===== src/rtl/mips_rf_pkg.sv =====
// Shared register-file types and constants for the decoder, hazard unit and the
// multi-port register file.
package mips_rf_pkg;

  localparam int unsigned DEFAULT_DATA_W = 32;
  localparam int unsigned DEFAULT_ADDR_W = 5;
  localparam int unsigned DEFAULT_DEPTH  = 2 ** DEFAULT_ADDR_W;

  typedef logic [DEFAULT_ADDR_W-1:0] reg_addr_t;
  typedef logic [DEFAULT_DATA_W-1:0] reg_data_t;
  typedef logic [DEFAULT_DEPTH-1:0]  busy_vec_t;

  localparam reg_addr_t REG_ZERO = '0;

endpackage


===== src/rtl/rf_scoreboard.sv =====
// Pending-write scoreboard: one busy bit per register, set by issue, cleared by
// writeback, with a registered OR of all bits for pipeline drain.
module rf_scoreboard
  import mips_rf_pkg::*;
#(
  parameter int unsigned ADDR_W   = DEFAULT_ADDR_W,
  parameter int unsigned ZERO_REG = 1
) (
  input  logic                   clk,
  input  logic                   rst_n,
  input  logic                   sb_set,
  input  logic [ADDR_W-1:0]      sb_addr,
  input  logic                   wr_en,
  input  logic [ADDR_W-1:0]      wr_addr,
  output logic [2**ADDR_W-1:0]   busy,
  output logic                   any_busy
);

  localparam int unsigned DEPTH = 2 ** ADDR_W;

  logic [DEPTH-1:0] busy_q, busy_d;
  logic             any_busy_q;
  logic             set_ok;

  assign set_ok = sb_set && !((ZERO_REG != 0) && (sb_addr == ADDR_W'(REG_ZERO)));

  // Set is applied after clear: a new producer issued in the retiring cycle wins.
  always_comb begin
    busy_d = busy_q;
    if (wr_en) begin
      busy_d[wr_addr] = 1'b0;
    end
    if (set_ok) begin
      busy_d[sb_addr] = 1'b1;
    end
  end

  always_ff @(posedge clk) begin
    if (!rst_n) begin
      busy_q     <= '0;
      any_busy_q <= 1'b0;
    end else begin
      busy_q     <= busy_d;
      any_busy_q <= |busy_d;
    end
  end

  assign busy     = busy_q;
  assign any_busy = any_busy_q;

endmodule


===== src/rtl/mips_regfile_mp.sv =====
// Multi-read-port MIPS register file with registered reads, optional hardwired r0
// and pending-write scoreboard. Define REGFILE_BYPASS_EN for write-through reads.
module mips_regfile_mp
  import mips_rf_pkg::*;
#(
  parameter int unsigned DATA_W   = DEFAULT_DATA_W,
  parameter int unsigned ADDR_W   = DEFAULT_ADDR_W,
  parameter int unsigned NUM_RD   = 2,
  parameter int unsigned ZERO_REG = 1
) (
  input  logic                     clk,
  input  logic                     rst_n,
  input  logic [NUM_RD-1:0]        rd_en,
  input  logic [NUM_RD*ADDR_W-1:0] rd_addr,
  output logic [NUM_RD*DATA_W-1:0] rd_data,
  output logic [NUM_RD-1:0]        rd_busy,
  input  logic                     wr_en,
  input  logic [ADDR_W-1:0]        wr_addr,
  input  logic [DATA_W-1:0]        wr_data,
  input  logic                     sb_set,
  input  logic [ADDR_W-1:0]        sb_addr,
  output logic                     any_busy
);

  localparam int unsigned DEPTH = 2 ** ADDR_W;

  logic [DATA_W-1:0] mem_q [DEPTH];
  logic [DEPTH-1:0]  busy;
  logic              wr_ok;

  assign wr_ok = wr_en && !((ZERO_REG != 0) && (wr_addr == ADDR_W'(REG_ZERO)));

  always_ff @(posedge clk) begin
    if (!rst_n) begin
      for (int k = 0; k < DEPTH; k++) begin
        mem_q[k] <= '0;
      end
    end else if (wr_ok) begin
      mem_q[wr_addr] <= wr_data;
    end
  end

  rf_scoreboard #(
    .ADDR_W   (ADDR_W),
    .ZERO_REG (ZERO_REG)
  ) u_scoreboard (
    .clk      (clk),
    .rst_n    (rst_n),
    .sb_set   (sb_set),
    .sb_addr  (sb_addr),
    .wr_en    (wr_en),
    .wr_addr  (wr_addr),
    .busy     (busy),
    .any_busy (any_busy)
  );

  for (genvar g = 0; g < NUM_RD; g++) begin : gen_rd
    logic [ADDR_W-1:0] addr;
    logic [DATA_W-1:0] data_d, data_q;
    logic              busy_d, busy_q;

    always_comb begin
      addr   = rd_addr[g*ADDR_W +: ADDR_W];
      data_d = mem_q[addr];
      busy_d = busy[addr];
`ifdef REGFILE_BYPASS_EN
      // Write-through: the retiring write clears busy, only a same-cycle reissue keeps it.
      if (wr_en && (addr == wr_addr)) begin
        data_d = wr_data;
        busy_d = sb_set && (sb_addr == addr);
      end
`endif
      if ((ZERO_REG != 0) && (addr == ADDR_W'(REG_ZERO))) begin
        data_d = '0;
        busy_d = 1'b0;
      end
    end

    always_ff @(posedge clk) begin
      if (!rst_n) begin
        data_q <= '0;
        busy_q <= 1'b0;
      end else if (rd_en[g]) begin
        data_q <= data_d;
        busy_q <= busy_d;
      end
    end

    assign rd_data[g*DATA_W +: DATA_W] = data_q;
    assign rd_busy[g]                  = busy_q;
  end

endmodule

===== config.mk =====
export PLATFORM = sky130hd
export DESIGN_NAME = mips_regfile_mp
export DESIGN_NICKNAME = d
export VERILOG_FILES = /design/src/rtl/mips_rf_pkg.sv /design/src/rtl/rf_scoreboard.sv /design/src/rtl/mips_regfile_mp.sv
export SDC_FILE = /design/constraint.sdc
export NUM_CORES = 2
export LEC_CHECK = 0
export BUFFER_PORTS_ARGS = -buffer_cell sky130_fd_sc_hd__buf_4
export CAP_MARGIN = 20
export CORE_MARGIN = 2
export CORE_UTILIZATION = 55
export DETAILED_ROUTE_END_ITERATION = 10
export GPL_TIMING_DRIVEN = 0
export PLACE_DENSITY = 0.72
export SLEW_MARGIN = 20
export SYNTH_ARGS = -nofsm -noshare
export SYNTH_HDL_FRONTEND = slang
export SYNTH_SLANG_ARGS = --single-unit

===== constraint.sdc =====
create_clock -name clk -period 3.6 [get_ports clk]
set_input_delay 0.18 -clock clk [delete_from_list [all_inputs] [get_ports clk]]
set_output_delay 0.18 -clock clk [all_outputs]
set_load 0.01 [all_outputs]

==> run summary <==
outcome = finished with violations
failing checks = setup timing
final net count = 4262
Avg WL per Cell = 36.35 um
Post-synth ARST share = 0%
DRT iter0 DRCs = 6677
global placement routability congestion = 1.091
clock buffer count from CTS = 115
WS Path Type = in -> reg
htree depth = 3
Worst-path clk slew = 0.07 ns
worst skew pair latency = 0.74 ns
Tcrit/Tclk final = 100.1%
TritonCTS clock tree = done
Reg2Reg Depth = 4
most common cell after layout, fill and taps aside = edfxtp_1
global-route wire length before repair = 285300 um
post-synthesis register bit count = 1123
worst rel slew slack = 16.74%
Final min period = 3.602 ns
startpoint types = input port
die area = 108100 sq um
Ports = 125
number of flops mapped to enable cells by yosys = 1024
Fmax = 0.2776 GHz
row count = 119
total vias in the final route = 39.85k
GRT Total Usage = 38.46%
synth warn = 0
CP endpoint = mem_q[16][2]$_SDFFCE_PN0P_
antenna violations before repair = 13
Crit Path Max Fanout = 10
total of max-cap violations = 0
detail-routed via count per cell = 6.987
CTS root buffer = clkbuf_16
slowest stage delay, CP = 0.99 ns
pin slew with the least headroom to its limit = 1.249 ns
final std cells w/o fill = 5703
dpl hpwl = 153100 um
unrepaired setup endpoints after global routing = false
WP depth = 8
WP data required = 4.19 ns
Cell variety after synth = 41
overall power after layout = 31.74 mW
CTS resizes = 0
worst r2r dst = gen_rd[1].data_q[1]$_SDFFE_PN0P_
Fin Clk Skew = 0.03107 ns
Final Hold Viols = 0
synthesized instance count = 3858
fraction of layout cells with a size suffix above 1 = 22.67%
power density over cell area = 476.8 nW/um^2
dpl cells = 5445
R2R Setup Slk = 1.34 ns
Critical path origin = wr_addr[0]
vias in the first global route = 38.95k
Crit path max-delay family = buffers and inverters
PortBufs = 118
Slew Viols, Final = 0
largest net degree at the start of global routing = 38
Finished Core Util = 63.43%
grt ovf = 0
Setup WS post-layout = -0.001841 ns
chip width = 328.8 um
Cell Chain, Critical Path = dlygate4sd3_1 > buf_4 > nor2_1 > nand4_1 > clkbuf_1 > nor2_1 > clkbuf_1 > and2_1
Synth Flop Type = edfxtp_1
Leak = 23.29 nW
Area Growth Syn to Fin = 14.73%
drt total wl = 207300 um
hold wc startpoint = wr_addr[1]
critical path arrival = 4.19 ns
Hold Path Class = in -> reg
post-synthesis sequential area ratio = 56.40%
Final setup viols = 1
Initial Utilization = 55.28%
Antenna Nets Post-Route = 0
Critical R2R Launch = mem_q[14][1]$_SDFFCE_PN0P_
DRC = 0
die height = 328.8 um
Critical Path Sink Type = register
synthesized area per cell = 15.04 sq um
fillers = 7620
TritonRoute pass-1 iters = 6
most frequent cells in the layout = 1024 x edfxtp_1, 1020 x and2_1, 492 x mux4_2, 328 x clkbuf_1, 234 x mux2i_1
worst path bufs/invs = 4
Core Region = 105000 sq um
synthesized area = 58030 sq um
maximum vdd drop = 0.0004401 V
maximum clock path buffer count = 3
Slowest-stage cell, CP = nor2_1
CTS sink count = 1123
[sequential cells by signal (all words and copies together), names as in the netlist]
| name | cells |
|---|---|
| u_scoreboard.busy | 32 |
| u_scoreboard.any_busy | 1 |
| mem_q | 1024 |
| gen_rd.busy_q | 2 |
| gen_rd.data_q | 64 |
[routing by layer]
metal	track usage, %	up-vias	share of wire, %
met5	0.7542	-	0.059
met4	20.11	4	6.1
li1	-	15601	-
met3	13.30	698	15
met1	49.07	20143	33
met2	58.37	3403	45
[power by group]
group,internal [mW],switching (mW)
Sequential,14.9,0.432
Clock,7.03,5.34
Combinational,1.67,2.32
[per-stage QoR]
step                        TNS, ns  hold WS, ns  instance area, sq um  setup slack, ns
after detailed placement     -8.857       0.4805                 62360          -0.1928
final                     -0.001841      0.03288                 66580        -0.001841
after global routing              0      0.05771                 66560          0.07568
after global placement     -2623.25       0.4842                 60770           -3.882
after floorplan             -106.03       0.3782                 58150          -0.2316
after CTS                         0     0.008079                 66550           0.1108
[final cells by class]
cell class                      count  area [sq um]  area share [%]
Clock buffer                      165          3259           4.896
Multi-Input combinational cell   2352         23870           35.85
Inverter                            1         6.256        0.009397
Clock inverter                     54         603.1          0.9058
Tap cell                         1391          1740           2.614
Sequential cell                  1123         32730           49.16
Timing Repair Buffer              198          2457           3.691
Buffer                            413          1897           2.849
Antenna cell                        6         15.01         0.02255
[synthesized netlist by cell type, types with 2 or more instances]
master | count | area, sq um
nand4b_1 | 3 | 26.28
nand3_1 | 10 | 50.05
a2bb2oi_1 | 3 | 26.28
a21oi_1 | 37 | 185.2
buf_1 | 12 | 45.04
a211oi_1 | 60 | 450.4
and2_1 | 1020 | 6381
nand2_1 | 16 | 60.06
o21ai_0 | 80 | 400.4
dfxtp_1 | 99 | 1982
o22ai_1 | 30 | 187.7
or2_1 | 2 | 12.51
or2_2 | 4 | 25.02
edfxtp_1 | 1024 | 30750
nor3_1 | 38 | 190.2
mux2i_1 | 234 | 2342
nand4bb_1 | 3 | 33.78
buf_6 | 27 | 304.0
a221o_1 | 66 | 660.6
a2111oi_0 | 35 | 306.5
o221ai_1 | 36 | 315.3
nor4_1 | 6 | 37.54
buf_4 | 19 | 142.6
buf_2 | 42 | 210.2
clkbuf_1 | 313 | 1175
nor2b_1 | 5 | 31.28
nor3_2 | 2 | 20.02
mux4_2 | 492 | 11080
nor2_1 | 115 | 431.7
nand4_1 | 5 | 31.28
nand2b_1 | 10 | 62.56
[cell families (layout without fill, tap and decap cells)]
group	Yosys count	count (layout)	synth area share, %
AOI/OAI and AO/OA	351	351	4.431
buffers and inverters	414	831	3.241
DFF	1123	1123	56.40
muxes	726	726	23.13
other	1	38	0.006462
and+or+nand+nor	1243	1243	12.79
[tightest hold or removal path, stage by stage]
cell	delay, ns
buf_4	0.13
nand3_1	0.21
a2bb2oi_1	0.12
nor2_1	0.08
[worst min-delay path by stage]
stage                                             end  slack (ns)  cells after the start
finish                u_scoreboard.busy[3]$_SDFF_PN0_        0.03                      4
global route        gen_rd[1].data_q[31]$_SDFFE_PN0P_        0.06                      3
CTS                   u_scoreboard.busy[3]$_SDFF_PN0_       0.008                      4
detailed placement   gen_rd[1].data_q[7]$_SDFFE_PN0P_        0.48                      1
global placement     gen_rd[1].data_q[7]$_SDFFE_PN0P_        0.48                      1
floorplan                  mem_q[1][31]$_SDFFCE_PN0P_        0.38                      1
[what timing repair did]
item | 4_1_cts | 5_1_grt
endpoints found under the hold margin | 33 | 0
buffers inserted | 0 | 0
hold buffers | 33 | 0
(Power assumes the default switching activity.)
